===== src/rtl/pattern_rotator_sequencer.sv =====
// rtl/pattern_rotator_sequencer.sv - prescaled rotate/bounce/hold pattern sequencer
//
// Latches a W-bit pattern and steps its rotation amount once per prescaled tick.
// The tick is a clock enable derived from a DIV = CLK_HZ/STEP_HZ prescaler.
//
// Ports:
//   i_clk      system clock
//   i_reset    asynchronous, active-high reset
//   i_dat_in   pattern to latch
//   i_load     1-cycle strobe: latch i_dat_in and restart the sequence
//   i_run      1 = prescaler counts and steps occur, 0 = frozen
//   i_mode     00 rot-left, 01 rot-right, 10 bounce, 11 hold
//   o_dat_out  registered rotated pattern
//   o_amt      current rotation amount
//   o_dir      0 = left/up, 1 = right/down
//   o_tick     1-cycle pulse on each step edge
module pattern_rotator_sequencer #(
    parameter int W       = 8,
    parameter int CLK_HZ  = 100000000,
    parameter int STEP_HZ = 1
) (
    input  logic                 i_clk,
    input  logic                 i_reset,
    input  logic [W-1:0]         i_dat_in,
    input  logic                 i_load,
    input  logic                 i_run,
    input  logic [1:0]           i_mode,
    output logic [W-1:0]         o_dat_out,
    output logic [$clog2(W)-1:0] o_amt,
    output logic                 o_dir,
    output logic                 o_tick
);
    localparam int AW  = $clog2(W);
    localparam int DIV = CLK_HZ / STEP_HZ;
    localparam int CW  = $clog2(DIV);

    localparam logic [AW-1:0] AMT_MAX  = AW'(W - 1);
    localparam logic [AW-1:0] AMT_TURN = AW'(W - 2);
    localparam logic [CW-1:0] CNT_MAX  = CW'(DIV - 1);

    typedef enum logic [1:0] {
        MODE_ROTL   = 2'b00,
        MODE_ROTR   = 2'b01,
        MODE_BOUNCE = 2'b10,
        MODE_HOLD   = 2'b11
    } mode_t;

    logic [W-1:0]  r_pat;
    logic [W-1:0]  r_dat_out;
    logic [AW-1:0] r_amt;
    logic          r_dir;
    logic          r_tick;
    logic [CW-1:0] r_cnt;

    mode_t         w_mode;
    logic          w_wrap;
    logic          w_step;
    logic [AW-1:0] w_amt_next;
    logic          w_dir_next;
    logic [W-1:0]  w_rot;

    // Rotations via a doubled copy of the pattern so the wrapped bits fall into place.
    function automatic logic [W-1:0] f_rotl(input logic [W-1:0] p, input logic [AW-1:0] a);
        logic [2*W-1:0] t;
        t = {p, p} << a;
        return t[2*W-1:W];
    endfunction

    function automatic logic [W-1:0] f_rotr(input logic [W-1:0] p, input logic [AW-1:0] a);
        logic [2*W-1:0] t;
        t = {p, p} >> a;
        return t[W-1:0];
    endfunction

    always_comb begin
        w_mode     = mode_t'(i_mode);
        w_wrap     = (r_cnt == CNT_MAX);
        // A load in the wrap cycle swallows the step and its tick.
        w_step     = i_run && w_wrap && !i_load;
        w_amt_next = r_amt;
        w_dir_next = r_dir;
        case (w_mode)
            MODE_ROTL: begin
                w_amt_next = r_amt + AW'(1);
                w_dir_next = 1'b0;
            end
            MODE_ROTR: begin
                w_amt_next = r_amt + AW'(1);
                w_dir_next = 1'b1;
            end
            MODE_BOUNCE: begin
                // Turn around at the endpoints without dwelling there.
                if (!r_dir) begin
                    if (r_amt == AMT_MAX) begin
                        w_amt_next = AMT_TURN;
                        w_dir_next = 1'b1;
                    end else begin
                        w_amt_next = r_amt + AW'(1);
                    end
                end else begin
                    if (r_amt == '0) begin
                        w_amt_next = AW'(1);
                        w_dir_next = 1'b0;
                    end else begin
                        w_amt_next = r_amt - AW'(1);
                    end
                end
            end
            default: begin
                w_amt_next = r_amt;
                w_dir_next = r_dir;
            end
        endcase
        w_rot = (w_mode == MODE_ROTR) ? f_rotr(r_pat, w_amt_next) : f_rotl(r_pat, w_amt_next);
    end

    always_ff @(posedge i_clk or posedge i_reset) begin
        if (i_reset) begin
            r_pat     <= '0;
            r_dat_out <= '0;
            r_amt     <= '0;
            r_dir     <= 1'b0;
            r_tick    <= 1'b0;
            r_cnt     <= '0;
        end else begin
            r_tick <= w_step;
            if (i_load) begin
                r_cnt     <= '0;
                r_pat     <= i_dat_in;
                r_amt     <= '0;
                r_dir     <= (w_mode == MODE_ROTR);
                r_dat_out <= i_dat_in;
            end else if (!i_run) begin
                r_cnt <= '0;
            end else begin
                r_cnt <= w_wrap ? '0 : r_cnt + CW'(1);
                // Hold mode still ticks but must not recompute dat_out from amt.
                if (w_wrap && w_mode != MODE_HOLD) begin
                    r_amt     <= w_amt_next;
                    r_dir     <= w_dir_next;
                    r_dat_out <= w_rot;
                end
            end
        end
    end

    assign o_dat_out = r_dat_out;
    assign o_amt     = r_amt;
    assign o_dir     = r_dir;
    assign o_tick    = r_tick;
endmodule


===== config.mk =====
export PLATFORM = sky130hd
export DESIGN_NAME = pattern_rotator_sequencer
export DESIGN_NICKNAME = d
export VERILOG_FILES = /design/src/rtl/pattern_rotator_sequencer.sv
export SDC_FILE = /design/constraint.sdc
export NUM_CORES = 1
export LEC_CHECK = 0
export CAP_MARGIN = 30
export CORE_UTILIZATION = 55
export CTS_CLUSTER_SIZE = 28
export DETAILED_ROUTE_END_ITERATION = 10
export GPL_ROUTABILITY_DRIVEN = 0
export PLACE_DENSITY = 0.76
export SETUP_SLACK_MARGIN = 0.4
export SLEW_MARGIN = 20
export SYNTH_ARGS = -nofsm -noshare
export SYNTH_HDL_FRONTEND = slang
export SYNTH_SLANG_ARGS = --single-unit

===== constraint.sdc =====
create_clock -name i_clk -period 4.2 [get_ports i_clk]
set_input_delay 1.05 -clock i_clk [delete_from_list [all_inputs] [get_ports i_clk]]
set_output_delay 1.05 -clock i_clk [all_outputs]
set_load 0.01 [all_outputs]

Word-level counts from Yosys, hierarchy flattened
Index checks and enable logic that the tools add are counted.
{ "op_classes": {"n_shift": 2, "n_mux": 21, "n_eq_ne": 5, "add_sub_neg": 3, "n_reduce_logical": 12} }
{ "op_table": {"columns": ["cell", "n"], "rows": [
  ["$mux 27", 3],
  ["$mux 8", 4],
  ["$add 27x1->27 const B", 1],
  ["$eq 27x27->1 const B", 1],
  ["$mux 3", 6],
  ["$shl 16x3->16", 1],
  ["$shr 16x3->8", 1],
  ["$mux 1", 6],
  ["$pmux 3 s2", 1],
  ["$reduce_bool 2->1", 2],
  ["$reduce_bool 4->1", 1],
  ["$add 3x1->3 const B", 1],
  ["$eq 3x3->1 const B", 1],
  ["$logic_and 1x1->1", 3],
  ["$logic_not 3->1", 1],
  ["$pmux 1 s3", 1],
  ["$reduce_and 3->1", 1],
  ["$sub 3x1->3 const B", 1],
  ["$eq 2x1->1 const B", 1],
  ["$eq 2x2->1 const B", 1],
  ["$logic_not 2->1", 1],
  ["$ne 2x2->1 const B", 1],
  ["$reduce_and 2->1", 1],
  ["$reduce_or 2->1", 1],
  ["$logic_not 1->1", 1]
]} }
{ "word_totals": {"inputBits": 14, "ff_bits": 48, "word_cells": 49} }

Depth between registers and ports, before layout
{ "logic_depth": {"word_depth": 9, "mapped_depth": 12, "ltp_nobuf": 11} }

Worst setup path after synthesis
No wires, ideal clock.
{ "synth_path": {"path_kind": "in2reg", "start": "input port i_mode[1]", "end": "register r_dat_out[5], in the netlist o_dat_out[5]", "arrival_time_ps": 3226, "required_ps": 4072, "path_buffers": 2, "setup_ps": 128, "stages": 10, "slack_ps": 845, "cell_sequence": "inv_1 > ha_1 > clkbuf_8 > or2_2 > a21oi_1 > a22o_1 > buf_2 > mux4_2 > a221oi_2 > nand3_1"} }
{ "synth_between": {"elab_chain_len": 8} }
{ "synth_rtl": {"columns": ["element", "line_no", "text"], "rows": [
  ["start, declared", "27", "input logic [1:0] i_mode,"],
  ["$eq 2x1->1 / $logic_not 2->1 (equally long branches)", "82, 114", null],
  ["$reduce_or 2->1 (no line)", null, null],
  ["$pmux 3 s2", "82", "case (w_mode)"],
  ["$shl 16x3->16 / $shr 16x3->8 (equally long branches)", "65, 71", null],
  ["$mux 8", "114", "w_rot = (w_mode == MODE_ROTR) ? f_rotr(r_pat, w_amt_next) : f_rotl(r_pat, w_amt_next);"],
  ["$mux 8", "138", "if (w_wrap && w_mode != MODE_HOLD) begin"],
  ["$mux 8", "133", "end else if (!i_run) begin"],
  ["$mux 8", "127", "if (i_load) begin"],
  ["end signal, assigned", "132", "r_dat_out <= i_dat_in;"],
  ["end signal, assigned", "141", "r_dat_out <= w_rot;"],
  ["end, declared", "49", "logic [W-1:0] r_dat_out;"]
]} }
Parallel ways exist; a longest one is shown, timed or not. The select of a mux whose other input is x is not followed.
A chain may end at the register's enable or synchronous reset.

Worst setup path in the final report
{ "layout_path": {"start": "input port i_mode[0]", "end": "register r_dat_out[7], in the netlist o_dat_out[7]"} }
The elaborated chain is that of the path after synthesis.

==> flow_summary.yaml <==
synth:
  synth-edff-count: 0
  ys.flop_type: "dfrtp_1"
  synthCells: 350
  ys_warn_count: 0
  synthTopCellsByCount: "48 x dfrtp_1, 41 x nor2_1, 23 x nand2_1, 22 x mux2i_1, 19 x nand3_1"
  yosysTopAreaCell: "dfrtp_1"
  synth.distinct_cells: 64
  syn_avg_cell_area_um2: 9.48
  syn_nets: 375
  synth_seq_cells: 48
  async_flop_share: 1.00
  synthTopCellsByArea: "dfrtp_1 36%, mux2i_1 6.6%, nor2_1 4.6%"
  seq_area_frac_synth: 0.362
  yosys.cell_count.top_type: "dfrtp_1"
  syn_area_um2: 3320
  synth.top_cell.area_share: 0.362
clocking:
  cts.htree.levels: 2
  cts_root_buffer: "clkbuf_8"
  ctsResizeCount: 0
  clock_path_buffers: 2
  cts_sinks: 48
  clkLatencyLatePin_ns: 0.32
  hold_buffers: 0
  cts_made_buffers: 5
  cts_tree: "built"
  cts_setup_buffers: 0
  clk_transition_reported_paths_ns: 0.11
hold_path:
  min_path_type: "reg2reg"
timing:
  setup_viol: 0
  hold_violations: 0
  clock_skew_ns: 0.0152
  tightestPinTransition_ns: 0.570
  setup_tns_ns: 0
  finalCritPeriodShare: 0.875
  finalCriticalPeriod_ns: 3.68
  rsz0062_at_grt: "false"
  slew_viol_final: 0
  maxSlewHeadroom: 0.618
  fmaxAchievable_mhz: 272
floorplan:
  core_area_um2: 5680
  dieArea_um2: 6350
  io_pins: 27
  start_util: 0.584
  num_rows: 27
  die_w_um: 79.7
  die_h_um: 79.7
setup_path:
  cp.required_ns: 4.41
  slowest_stage: "mux4_2"
  slowest_delay_ns: 0.55
  path_cells: "clkdlybuf4s50_1, inv_1, ha_1, or2_2, a21oi_1, a22o_1, mux4_2, nand2_1, o311ai_0, a211o_1"
  cp_max_fo: 6
  cp-end-kind: "register"
  arrival_ns: 3.89
  critPathLaunchType: "input port"
  worstSetupPathType: "in2reg"
route:
  wl_mm: 7.91
  wl_per_cell_um: 17.6
  drc: 0
  detail_route.first_pass.iterations: 7
  drt_iter0_markers: 302
  viasPerCell: 6.25
  vias: 2813
  antenna_left: 0
cells_and_area:
  area_delta_synth_final_pct: 13.9
  antennaDiodeCount: 0
  drive_above_1_share: 0.143
  layout.nets: 402
global_route:
  grt_pass1_wl_mm: 13.2
  antenna_found_initial: 0
  grt_pass1_vias: 2871
  grt_usage: 0.272
  grt_overflow: 0
  grt_max_degree: 29
run:
  cap_violations: 0
status:
  status: "completed"
pwr:
  ir_drop_uv: 213
  power.leakage_nw: 1.61
  powerDensity_nw_per_um2: 287
  p_total_mw: 1.08
placed_design:
  io_buffer_count: 26
  dp.final_hpwl_mm: 5.71
## sequential cells by signal (all words and copies together) (netlist names)
name,flops
o_amt,3
o_dat_out,8
o_dir,1
o_tick,1
r_cnt,27
r_pat,8
## cell families (layout without fill, tap and decap cells)
family,count (synthesis),in the layout,share of synthesized area
AO/OA/AOI/OAI,71,71,0.155
XOR/XNOR,23,23,0.0607
adder cells (fa/ha/maj),11,11,0.0415
buffers and inverters,32,60,0.0490
flip-flops,48,48,0.362
multiplexers,36,36,0.128
AND/OR/NAND/NOR,129,129,0.204
## layout by cell type, fill, tap and decap left out, types with 3 or more instances in the layout
cell type / instances
dfrtp_1: 48
nor2_1: 41
clkdlybuf4s50_1: 26
nand2_1: 23
mux2i_1: 22
nand3_1: 19
xor2_1: 17
inv_1: 14
a21oi_1: 13
ha_1: 11
mux2_2: 10
o21ai_0: 10
buf_4: 10
nand4_1: 7
o211ai_1: 6
xnor2_1: 6
clkbuf_8: 6
o21a_1: 4
a22oi_1: 4
mux4_2: 4
nor3_1: 4
a22o_2: 4
and2_1: 4
and3_1: 3
nand2b_1: 3
o21ai_1: 3
or3_1: 3
o22ai_1: 3
a211oi_1: 3
## area by class of cell
cell class,count,area [um2]
sequential,48,1200
multi-input combinational,270,1950
fill,467,1900
clock inverter,2,38.8
clock buffer,6,82.6
inverter,15,56.3
tap,72,90.1
timing repair buffer,37,355
## where the power goes
| part | total, mW | switching, mW | internal, mW |
|---|---|---|---|
| clock | 0.364 | 0.169 | 0.195 |
| sequential | 0.504 | 0.0266 | 0.478 |
| combinational | 0.216 | 0.113 | 0.103 |
| total | 1.08 | 0.309 | 0.775 |
## layer usage
metal	global-route usage	up-vias	part of all wire
li1	-	1316	-
met1	0.343	1385	0.44
met2	0.465	95	0.50
met3	0.0377	17	0.042
met4	0.109	0	0.022
met5	0	-	0
## through the flow
stage | cell area (um2) | hold slack (ns) | setup slack [ns] | instances | utilization
floorplan | 3320 | 0.455 | 0.845 | 350 | -
global placement | 3640 | 0.475 | 0.322 | 441 | 0.641
detailed placement | 3660 | 0.489 | 0.218 | 442 | 0.644
CTS | 3780 | 0.503 | 0.533 | 450 | 0.666
global route | 3780 | 0.536 | 0.401 | 450 | 0.666
finish | 3780 | 0.496 | 0.523 | 450 | 0.666
## worst max-delay path: cells and delay by family
family / cells / cell delay [ns]
buffers and inverters: 2 / 0.59
muxes: 1 / 0.55
AOI/OAI and AO/OA: 4 / 1.08
and+or+nand+nor: 2 / 0.41
adders and majority gates: 1 / 0.21
## final timing paths
path / slack [ns] / from / end / cells after the start
worst max-delay path: 0.52 / i_mode[0] / o_dat_out[7] / 10
min in group asynchronous: 1.05 / i_reset / o_dat_out[4] / 2
max in group asynchronous: 2.62 / i_reset / o_amt[1] / 3
worst min-delay path: 0.50 / r_cnt[0] / r_cnt[0] / 1
worst min register to register: 0.50 / r_cnt[0] / r_cnt[0] / 1
worst max register to register: 1.18 / o_amt[0] / o_dat_out[7] / 9
No activity file was read; power rests on OpenSTA's default activity.
